$ cat src/rtl/bht_gshare.sv
// -----------------------------------------------------------------------------
// bht_gshare
//   Gshare branch history table for the frontend. Each row holds one saturating
//   counter (plus a valid bit) per 16-bit fetch slot. The row is chosen by the
//   fetch PC XOR the global history register (GHR). With HIST_LEN == 0 the GHR
//   disappears and the table degenerates to a plain bimodal predictor.
//
//   Prediction is combinational from vpc_i; training is registered. A flush
//   request walks the table one row per cycle and clears it; while flushing,
//   predictions read as invalid and training is dropped.
//
// Ports
//   clk_i, rst_ni        clock, asynchronous active-low reset
//   flush_bht_i          start (or restart) a full-table flush
//   debug_mode_i         high: training updates are ignored
//   vpc_i                fetch PC used for prediction
//   bht_valid_o[s]       slot s maps to a trained entry
//   bht_taken_o[s]       slot s predicted taken (counter MSB)
//   bht_hist_o           GHR used for this prediction; returned on update
//   bht_update_*         resolved conditional branch (pc, direction, history)
//   flush_busy_o         flush engine active
//
// Configuration macro
//   BHT_UPDATE_BYPASS_EN  when defined, an update accepted this cycle that hits
//                         the predicted row/column is forwarded to the
//                         prediction outputs in the same cycle. Undefined
//                         (default): predictions show the pre-update value.
// -----------------------------------------------------------------------------
module bht_gshare #(
  parameter int unsigned NR_ENTRIES      = 128,
  parameter int unsigned HIST_LEN        = 3,
  parameter int unsigned CTR_BITS        = 2,
  parameter int unsigned INSTR_PER_FETCH = 2,
  parameter int unsigned VLEN            = 64,
  localparam int unsigned HW             = (HIST_LEN > 0) ? HIST_LEN : 1
) (
  input  logic                       clk_i,
  input  logic                       rst_ni,
  input  logic                       flush_bht_i,
  input  logic                       debug_mode_i,
  input  logic [VLEN-1:0]            vpc_i,
  output logic [INSTR_PER_FETCH-1:0] bht_valid_o,
  output logic [INSTR_PER_FETCH-1:0] bht_taken_o,
  output logic [HW-1:0]              bht_hist_o,
  input  logic                       bht_update_valid_i,
  input  logic [VLEN-1:0]            bht_update_pc_i,
  input  logic                       bht_update_taken_i,
  input  logic [HW-1:0]              bht_update_hist_i,
  output logic                       flush_busy_o
);

  localparam int unsigned NR_ROWS = NR_ENTRIES / INSTR_PER_FETCH;
  localparam int unsigned IDX     = $clog2(NR_ROWS);
  localparam int unsigned COL     = $clog2(INSTR_PER_FETCH);
  localparam int unsigned IW      = (IDX > 0) ? IDX : 1;
  localparam int unsigned CW      = (COL > 0) ? COL : 1;

  // Weakly-taken / weakly-not-taken starting points for a freshly trained entry.
  localparam logic [CTR_BITS-1:0] CTR_HALF    = CTR_BITS'(1) << (CTR_BITS - 1);
  localparam logic [CTR_BITS-1:0] CTR_WEAK_NT = CTR_HALF - CTR_BITS'(1);
  localparam logic [CTR_BITS-1:0] CTR_MAX     = '1;
  localparam logic [CTR_BITS-1:0] CTR_ZERO    = '0;

  typedef enum logic {IDLE, FLUSH} state_e;

  state_e        state_reg, state_next;
  logic [IW-1:0] row_cnt_reg, row_cnt_next;
  logic          flush_row;   // clear row row_cnt_reg at the coming edge
  logic          ghr_clear;
  logic          upd_accept;

  logic [HW-1:0] ghr;
  logic [HW-1:0] upd_hist;

  logic [INSTR_PER_FETCH-1:0] valid_reg [NR_ROWS];
  logic [CTR_BITS-1:0]        ctr_reg   [NR_ROWS][INSTR_PER_FETCH];

  logic [IW-1:0]       pred_row, upd_row;
  logic [CW-1:0]       upd_col;
  logic                upd_entry_valid;
  logic [CTR_BITS-1:0] upd_ctr_old, upd_ctr_new;

  // Only the index/column bits of the PCs are consumed.
  logic [2*VLEN-1:0] unused_pc_bits;
  assign unused_pc_bits = {vpc_i, bht_update_pc_i};

  // ---------------------------------------------------------------------------
  // Global history register
  // ---------------------------------------------------------------------------
  if (HIST_LEN > 0) begin : g_ghr
    logic [HIST_LEN-1:0] ghr_reg;

    always_ff @(posedge clk_i or negedge rst_ni) begin
      if (!rst_ni) begin
        ghr_reg <= '0;
      end else if (ghr_clear) begin
        ghr_reg <= '0;
      end else if (upd_accept) begin
        // Truncating the concatenation keeps the low HIST_LEN bits, i.e. a
        // left shift with the new outcome in bit 0 (also correct for length 1).
        ghr_reg <= HIST_LEN'({ghr_reg, bht_update_taken_i});
      end
    end

    assign ghr      = ghr_reg;
    assign upd_hist = bht_update_hist_i;
  end else begin : g_no_ghr
    logic [HW-1:0] unused_hist;
    assign unused_hist = bht_update_hist_i;
    assign ghr         = '0;
    assign upd_hist    = '0;
  end

  // ---------------------------------------------------------------------------
  // Index computation (history is zero-extended into the row index)
  // ---------------------------------------------------------------------------
  if (IDX > 0) begin : g_idx
    assign pred_row = vpc_i[COL+1 +: IW] ^ IW'(ghr);
    assign upd_row  = bht_update_pc_i[COL+1 +: IW] ^ IW'(upd_hist);
  end else begin : g_no_idx
    assign pred_row = '0;
    assign upd_row  = '0;
  end

  if (COL > 0) begin : g_col
    assign upd_col = bht_update_pc_i[1 +: CW];
  end else begin : g_no_col
    assign upd_col = '0;
  end

  // ---------------------------------------------------------------------------
  // Flush FSM
  // ---------------------------------------------------------------------------
  always_ff @(posedge clk_i or negedge rst_ni) begin
    if (!rst_ni) begin
      state_reg   <= IDLE;
      row_cnt_reg <= '0;
    end else begin
      state_reg   <= state_next;
      row_cnt_reg <= row_cnt_next;
    end
  end

  always_comb begin
    state_next   = state_reg;
    row_cnt_next = row_cnt_reg;
    flush_row    = 1'b0;
    ghr_clear    = 1'b0;
    upd_accept   = 1'b0;
    flush_busy_o = 1'b0;
    case (state_reg)
      IDLE: begin
        if (flush_bht_i) begin
          // An update arriving with the flush request is dropped.
          state_next   = FLUSH;
          row_cnt_next = '0;
          ghr_clear    = 1'b1;
        end else begin
          upd_accept = bht_update_valid_i && !debug_mode_i;
        end
      end
      FLUSH: begin
        flush_busy_o = 1'b1;
        flush_row    = 1'b1;
        if (flush_bht_i) begin
          row_cnt_next = '0;
          ghr_clear    = 1'b1;
        end else if (row_cnt_reg == IW'(NR_ROWS - 1)) begin
          state_next = IDLE;
        end else begin
          row_cnt_next = row_cnt_reg + IW'(1);
        end
      end
      default: state_next = IDLE;
    endcase
  end

  // ---------------------------------------------------------------------------
  // Counter update value
  // ---------------------------------------------------------------------------
  always_comb begin
    upd_entry_valid = valid_reg[upd_row][upd_col];
    upd_ctr_old     = ctr_reg[upd_row][upd_col];
    upd_ctr_new     = upd_ctr_old;
    if (!upd_entry_valid) begin
      upd_ctr_new = bht_update_taken_i ? CTR_HALF : CTR_WEAK_NT;
    end else if (bht_update_taken_i) begin
      if (upd_ctr_old != CTR_MAX) upd_ctr_new = upd_ctr_old + CTR_BITS'(1);
    end else begin
      if (upd_ctr_old != CTR_ZERO) upd_ctr_new = upd_ctr_old - CTR_BITS'(1);
    end
  end

  // ---------------------------------------------------------------------------
  // Table storage (flops so a whole row can be cleared per cycle)
  // ---------------------------------------------------------------------------
  always_ff @(posedge clk_i or negedge rst_ni) begin
    if (!rst_ni) begin
      for (int r = 0; r < NR_ROWS; r++) begin
        valid_reg[r] <= '0;
        for (int c = 0; c < INSTR_PER_FETCH; c++) begin
          ctr_reg[r][c] <= '0;
        end
      end
    end else if (flush_row) begin
      valid_reg[row_cnt_reg] <= '0;
      for (int c = 0; c < INSTR_PER_FETCH; c++) begin
        ctr_reg[row_cnt_reg][c] <= '0;
      end
    end else if (upd_accept) begin
      valid_reg[upd_row][upd_col] <= 1'b1;
      ctr_reg[upd_row][upd_col]   <= upd_ctr_new;
    end
  end

  // ---------------------------------------------------------------------------
  // Prediction, one slot per 16-bit parcel
  // ---------------------------------------------------------------------------
  for (genvar gi = 0; gi < INSTR_PER_FETCH; gi++) begin : g_slot
    logic slot_valid;
    logic slot_taken;

    always_comb begin
      slot_valid = valid_reg[pred_row][gi];
      slot_taken = ctr_reg[pred_row][gi][CTR_BITS-1];
`ifdef BHT_UPDATE_BYPASS_EN
      // Forward on the full row index (history included), not just the PC.
      if (upd_accept && (upd_row == pred_row) && (upd_col == CW'(gi))) begin
        slot_valid = 1'b1;
        slot_taken = upd_ctr_new[CTR_BITS-1];
      end
`endif
    end

    assign bht_valid_o[gi] = slot_valid && (state_reg == IDLE);
    assign bht_taken_o[gi] = slot_taken;
  end

  assign bht_hist_o = ghr;

endmodule

$ cat config.mk
export PLATFORM = sky130hd
export DESIGN_NAME = bht_gshare
export DESIGN_NICKNAME = d
export VERILOG_FILES = /design/src/rtl/bht_gshare.sv
export SDC_FILE = /design/constraint.sdc
export NUM_CORES = 1
export LEC_CHECK = 0
export CAP_MARGIN = 20
export CORE_ASPECT_RATIO = 0.6
export CORE_UTILIZATION = 33
export DETAILED_ROUTE_END_ITERATION = 10
export PLACE_DENSITY_LB_ADDON = 0.2
export SLEW_MARGIN = 20
export SYNTH_ARGS = -nofsm -noshare
export SYNTH_HDL_FRONTEND = slang
export SYNTH_SLANG_ARGS = --single-unit
$ cat constraint.sdc
create_clock -name clk_i -period 5.35 [get_ports clk_i]
set_input_delay 1.07 -clock clk_i [delete_from_list [all_inputs] [get_ports clk_i]]
set_output_delay 1.07 -clock clk_i [all_outputs]
set_load 0.01 [all_outputs]
==> results of run 1 <==
-- worst paths after layout --
check,cells after the start,startpoint,slack [ns],endpoint
max,8,vpc_i[3],0.03,bht_taken_o[1]
min in group asynchronous,1,rst_ni,0.53,valid_reg[60]
max reg2reg,12,ctr_reg[101],1.73,ctr_reg[144]
max in group asynchronous,2,rst_ni,3.77,ctr_reg[172]
min reg2reg,2,ctr_reg[34],0.48,ctr_reg[34]
min,2,ctr_reg[34],0.48,ctr_reg[34]
-- cell type report --
type                       count  area (sq um)  area share (%)
clock inverter                 5          52.6           0.192
clock buffer                  65          1240            4.51
antenna                        3          7.51          0.0274
inverter                       5          18.8          0.0685
timing repair buffer         325          3120            11.4
sequential                   394          9860            36.0
tap                          900          1130            4.11
multi-input combinational   1724         12000            43.7
-- logic make-up after synthesis --
family	Yosys count
and+or+nand+nor	800
AOI/OAI and AO/OA	774
DFF	394
buffers and inverters	194
muxes	138
xor gates and xnor gates	11
adders and majority gates	1
-- through the flow --
step / setup WS, ns / area (sq um) / power, uW / setup TNS (ns)
2_1_floorplan: 0.327 / 22500 / 3750 / 0
6_report: 0.0256 / 27400 / 7590 / 0
3_3_place_gp: -0.298 / 26000 / 4630 / -34.15
3_5_place_dp: -0.370 / 26000 / 4640 / -39.90
5_1_grt: 0.00747 / 27400 / 7740 / 0
4_1_cts: 0.0670 / 27400 / 7530 / 0
-- layer usage --
metal	track usage, %	vias to the layer above
met5	0.278	-
met1	48.5	11600
met4	10.2	16
met2	42.4	1765
met3	16.8	264
li1	-	9143
-- power by group through the flow --
stage | Sequential [uW] | Combinational [uW] | Clock [uW]
final | 3090 | 1580 | 2920
after global routing | 3090 | 1600 | 3040
after CTS | 3090 | 1510 | 2930
after detailed placement | 3140 | 1500 | 0
after global placement | 3140 | 1490 | 0
after floorplan | 3120 | 633 | 0
-- timing repair --
item / in CTS / in global routing
buffers inserted: 4 / 0
pin swaps: 1 / 0
cloned: 1 / 0
setup endpoints to repair: 4 / 99
resized for setup: 6 / 1
-- cells in the mapped netlist (6+ instances only) --
cell        n
nand2_1   444
dfrtp_1   394
o21ai_0   220
clkbuf_1  128
nor2_1    127
nand3_1   107
mux4_2    104
o31ai_1    74
a21oi_1    69
o22ai_1    65
a32o_1     46
nor3_1     42
a22oi_1    33
a211oi_1   32
a21o_1     28
a21boi_0   27
buf_2      26
o211ai_1   19
mux2i_1    17
buf_1      16
mux2_2     16
o221ai_1   15
buf_6      14
o41ai_2    14
a22o_1     13
a31oi_1    13
o41ai_1    12
nand4_1    11
and2_1     10
a211o_1     9
a311oi_1    9
a32oi_1     9
o311ai_0    9
a221o_1     8
nand2b_1    8
o21ai_1     7
or3_1       7
a221oi_1    6
nor3_2      6
nor4_1      6
-- tightest hold or removal path: cells and delay by family, from the launching register on --
| kind | cells | cell delay [ns] |
|---|---|---|
| DFF | 1 | 0.34 |
| and+or+nand+nor | 1 | 0.05 |
| AOI/OAI and AO/OA | 1 | 0.05 |
==> flow_summary_export.csv, run 1 <==
group,metric,value,unit
yosys,synthCells,2312,
power_and_ir_drop,power.switching,2390,uW
sta,fin_skew,0.0190,ns
detailed_routing,drt_iter0_markers,3405,
die,ioPinCount,145,
clocking,cts.sinks,394,
detailed_routing,final_antenna_net_count,0,
clocking,clkLatencyLatePin,0.58,ns
yosys,yosys-mux-area-fraction,12.1,%
die,die_w,339,microns
critical_path,critPathKind,"input pin to output pin",
sta,maxSlewViolCount,0,
power_and_ir_drop,p_clk_share,38.4,%
power_and_ir_drop,p_int,5200,uW
yosys,ys_ff_latch,394,
die,fp.coreArea,66800,sq um
clocking,h-tree-depth,2,
critical_path,slowest_delay,0.60,ns
critical_path,start_kind,"input pin",
yosys,synth.distinct_cells,81,
critical_path,cp_common_cell,"mux4_2",
yosys,synthSimpleGateAreaFrac,15.3,%
clocking,clockBufferDepth,3,
critical_path,critPathCaptureType,"output pin",
detailed_routing,first_pass_iters,6,
layout,final_net_count,2628,
flow_run,cap_violations,0,
placement,dp_cells,3343,
yosys,synth_top_area_share,43.9,%
detailed_routing,wl_met1,49800,microns
power_and_ir_drop,power_density,277,nW/um^2
min_path,hold_path_class,"register to register",
detailed_routing,wire_per_inst,34.1,microns
grt,grt_pass1_wl,165000,microns
yosys,synth_edf_count,0,
layout,syn2layout_area_growth,21.9,%
yosys,synth_top_family_by_area,"compound AO/OA/AOI/OAI gates",
power_and_ir_drop,p_comb_share,20.8,%
layout,mostFrequentLayoutCells,"nand2_1, dfrtp_1, buf_4",
clocking,ctsHoldBuffers,0,
clocking,cts_tree,"built",
grt,antenna_found_initial,12,
critical_path,crit_fanout,25,
sta,slew_headroom,19.3,%
yosys,syn_area_per_cell,9.72,sq um
detailed_routing,drc,0,
power_and_ir_drop,p_leak,0.0113,uW
die,die-area,69200,sq um
power_and_ir_drop,power_frac_seq,40.7,%
critical_path,required,4.28,ns
grt,grt_pass1_vias,21700,
clocking,cts_root_buf,"clkbuf_16",
layout,fillers,6569,
die,start_util,33.6,%
sta,hold_violations,0,
yosys,synth_top_flop_cell,"dfrtp_1",
placement,dp_hpwl,86100,microns
clocking,clkSlewWorstSetupHoldPaths,0.06,ns
yosys,synth_nets,2450,
critical_path,cp_num_buf_inv,4,
detailed_routing,viasPerCell,6.67,
yosys,yosys-top-cells-area,"dfrtp_1, mux4_2, nand2_1, o21ai_0, o31ai_1",
yosys,ys_seq_area_share,43.9,%
critical_path,cp_slowest_cell,"mux4_2",
yosys,synth_xor_area_share,0.563,%
detailed_routing,wl_met3,19600,microns
yosys,yosys.area.top_type,"dfrtp_1",
sta,period_share,99.5,%
layout,final_cell_count_no_fill,3421,
detailed_routing,routed_wirelength,117000,microns
power_and_ir_drop,peakVddDrop,181,uV
detailed_routing,highest_layer,"met5",
detailed_routing,dr_wl_met2,43400,microns
clocking,cts_made_buffers,40,
power_and_ir_drop,power_switching_share,31.5,%
grt,grt_overflow_total,0,
yosys,synth_compound_area_share,24.1,%
yosys,synth_async_sr_flop_share,100,%
critical_path,path_cells,"clkdlybuf4s50_1, xor2_4, buf_12, buf_4, mux4_2, mux4_2, mux4_2, dlygate4sd2_1",
layout,largest_reg_flops,256,
critical_path,critical-path-top-delay-family,"multiplexers",
layout,drive_gt1_share,21.4,%
die,row_count,73,
sta,grt_setup_unrepaired,"false",
sta,fin_crit,5.32,ns
grt,grt_max_degree,90,
detailed_routing,vias,22800,
layout,layout_commonest_cell,"nand2_1",
outcome,outcome,"completed",
sta,tightest_slew,1.21,ns
yosys,synth_warnings,0,
sta,holdWs,0.480,ns
yosys,synth_area,22500,sq um
die,die_h,204,microns
yosys,synth_adder_area_share,0.0557,%
sta,finalSetupViolations,0,
placement,place_congestion,1.07,
layout,fin_util,41.0,%
sta,max_freq,188,MHz
critical_path,worstPathArrival,4.25,ns
placement,port_buffers,29,
grt,grt_usage,33.5,%
No activity file was read; power rests on OpenSTA's default activity.
==> inputs of run 2 (changes only) <==
--- a/config.mk
+++ b/config.mk
@@ -8,6 +8,7 @@
 export CAP_MARGIN = 20
 export CORE_ASPECT_RATIO = 0.6
 export CORE_UTILIZATION = 33
+export CTS_CLUSTER_SIZE = 10
 export DETAILED_ROUTE_END_ITERATION = 10
 export PLACE_DENSITY_LB_ADDON = 0.2
 export SLEW_MARGIN = 20
==> run 2 against run 1 <==
Largest cell class unchanged; sequential power barely moved; register-to-register slack improved by 0.11 ns; total power barely moved.
==> flow_summary_export.csv, run 2 (synthesized netlist as in run 1, its figures left out) <==
group,metric,value,unit
die,fp.coreArea,66800,sq um
power_and_ir_drop,p_clk_share,38.3,%
grt,grt_util_met2,42.5,%
flow_run,cap_violations,0,
placement,place_congestion,1.07,
sta,fin_crit,5.32,ns
detailed_routing,vias,23000,
layout,final_net_count,2634,
power_and_ir_drop,p_comb_share,20.8,%
critical_path,r2r-end,"ctr_reg[144]",
detailed_routing,wire_per_inst,34.4,microns
detailed_routing,drc,0,
critical_path,path_cells,"clkdlybuf4s50_1, xor2_4, buf_12, buf_4, mux4_2, mux4_2, mux4_2, dlygate4sd2_1",
sta,grt_setup_unrepaired,"false",
power_and_ir_drop,p_int,5150,uW
sta,tightest_slew,1.21,ns
power_and_ir_drop,power_density,277,nW/um^2
min_path,min_from,"ctr_reg[34]",
die,start_util,33.6,%
clocking,cts.sinks,394,
grt,grt_overflow_total,0,
grt,grt_pass1_wl,166000,microns
power_and_ir_drop,p_total,7580,uW
power_and_ir_drop,power_switching_share,32.1,%
grt,antenna_found_initial,6,
min_path,holdPathStages,2,
die,die-area,69200,sq um
sta,period_share,99.4,%
layout,multi_input_comb_area,12000,sq um
die,die_w,339,microns
detailed_routing,drt_iter0_markers,3655,
critical_path,start_kind,"input pin",
layout,syn2layout_area_growth,21.6,%
die,row_count,73,
critical_path,critPathKind,"input pin to output pin",
sta,fin_skew,0.0232,ns
power_and_ir_drop,p_leak,0.0113,uW
layout,drive_gt1_share,21.3,%
placement,dp_hpwl,86100,microns
die,die_h,204,microns
critical_path,r2r_cells,12,
detailed_routing,viasPerCell,6.75,
clocking,cts_root_buf,"clkbuf_16",
critical_path,cp_num_buf_inv,4,
critical_path,critical-path-top-delay-family,"multiplexers",
sta,hold_violations,0,
clocking,clockBufferDepth,3,
critical_path,required,4.28,ns
detailed_routing,final_antenna_net_count,0,
grt,met3_usage,15.7,%
clocking,cts_made_buffers,46,
sta,slew_headroom,19.7,%
layout,fin_area,27300,sq um
detailed_routing,routed_wirelength,117000,microns
sta,finalSetupViolations,0,
detailed_routing,first_pass_iters,8,
critical_path,reg2reg_from,"ctr_reg[101]",
power_and_ir_drop,power_frac_seq,40.8,%
power_and_ir_drop,power.switching,2430,uW
die,ioPinCount,145,
power_and_ir_drop,peakVddDrop,195,uV
clocking,h-tree-depth,2,
layout,largest_reg_flops,256,
critical_path,cp_common_cell,"mux4_2",
clocking,clkSlewWorstSetupHoldPaths,0.06,ns
layout,layout_commonest_cell,"nand2_1",
layout,mostFrequentLayoutCells,"nand2_1, dfrtp_1, buf_4",
critical_path,slowest_delay,0.60,ns
clocking,ctsHoldBuffers,0,
critical_path,critPathCaptureType,"output pin",
grt,grt_max_degree,90,
sta,max_freq,188,MHz
outcome,outcome,"completed",
grt,grt_usage,33.6,%
grt,grtUsageMet1,49.4,%
critical_path,crit_fanout,25,
sta,maxSlewViolCount,0,
clocking,cts_tree,"built",
grt,grt_pass1_vias,21600,
min_path,hold_path_class,"register to register",
placement,port_buffers,29,
clocking,clkLatencyLatePin,0.60,ns
placement,dpl_cell_area,26000,sq um
critical_path,worstPathArrival,4.25,ns
layout,seqCellArea,9860,sq um
sta,tns,0,ns
grt,top_usage_layer,"met1",
critical_path,cp_slowest_cell,"mux4_2",
layout,fillers,6565,
min_path,hold_end,"ctr_reg[34]",
critical_path,r2r_setup_slack,1.84,ns
run 2: cell count changes in the layout (fill, tap and decap cells not counted):
cell / delta
clkbuf_1: -8
inv_6: +1
clkbuf_8: -11
clkinv_2: -1
clkbuf_16: +6
bufinv_16: -1
diode_2: -1
run 2: repair_timing:
action | in CTS | in global routing
setup endpoints to repair | 4 | 87
pin swaps | 1 | 0
cloned | 1 | 0
setup buffers | 4 | 0
gates resized for setup | 6 | 1
run 2: worst max-delay path by stage:
stage	depth (start not counted)	slack [ns]	startpoint	end
floorplan	6	0.33	vpc_i[2]	bht_valid_o[0]
global placement	15	-0.30	bht_update_hist_i[2]	ctr_reg[144]
detailed placement	15	-0.37	bht_update_hist_i[2]	ctr_reg[144]
CTS	8	0.06	vpc_i[3]	bht_taken_o[1]
global route	8	0.02	vpc_i[3]	bht_taken_o[1]
finish	8	0.03	vpc_i[3]	bht_taken_o[1]
run 2: per-layer routing:
| layer | vias to the layer above | part of all wire [%] |
|---|---|---|
| met4 | 2 | 3.5 |
| met5 | - | 0.0060 |
| li1 | 9140 | - |
| met3 | 271 | 17 |
| met2 | 1922 | 37 |
| met1 | 11600 | 43 |
run 2: layout make-up:
class / count / share of cell area, %
tap: 900 / 4.12
clock buffer: 52 / 4.41
multi-input combinational: 1724 / 43.8
clock inverter: 4 / 0.0961
sequential: 394 / 36.1
timing repair buffer: 325 / 11.4
inverter: 5 / 0.0687
antenna: 2 / 0.0183
run 2: power by group through the flow:
| stage | sequential, uW | combinational [uW] | clock [uW] |
|---|---|---|---|
| 4_1_cts | 3090 | 1510 | 2920 |
| 3_5_place_dp | 3140 | 1500 | 0 |
| 6_report | 3090 | 1580 | 2910 |
| 5_1_grt | 3100 | 1600 | 3030 |
| 3_3_place_gp | 3140 | 1490 | 0 |
| 2_1_floorplan | 3120 | 633 | 0 |
run 2: worst reg2reg max path, stage by stage, from the launching register on:
cell	delay (ns)
dfrtp_1	0.41
mux2i_1	0.16
o211ai_1	0.13
o31ai_2	0.56
buf_4	0.20
o2111ai_1	0.16
nor4_1	0.36
or2_2	0.25
a211oi_4	0.09
buf_12	0.15
buf_4	0.17
o211ai_1	0.50
o21ai_0	0.21
run 2: stage by stage:
stage | hold WS [ns] | util [%] | setup slack, ns | std cells
floorplan | 0.443 | - | 0.327 | 2312
global placement | 0.461 | 38.9 | -0.298 | 3343
detailed placement | 0.465 | 38.9 | -0.370 | 3343
CTS | 0.479 | 40.9 | 0.0650 | 3404
global route | 0.502 | 40.9 | 0.0229 | 3404
finish | 0.479 | 40.9 | 0.0331 | 3406
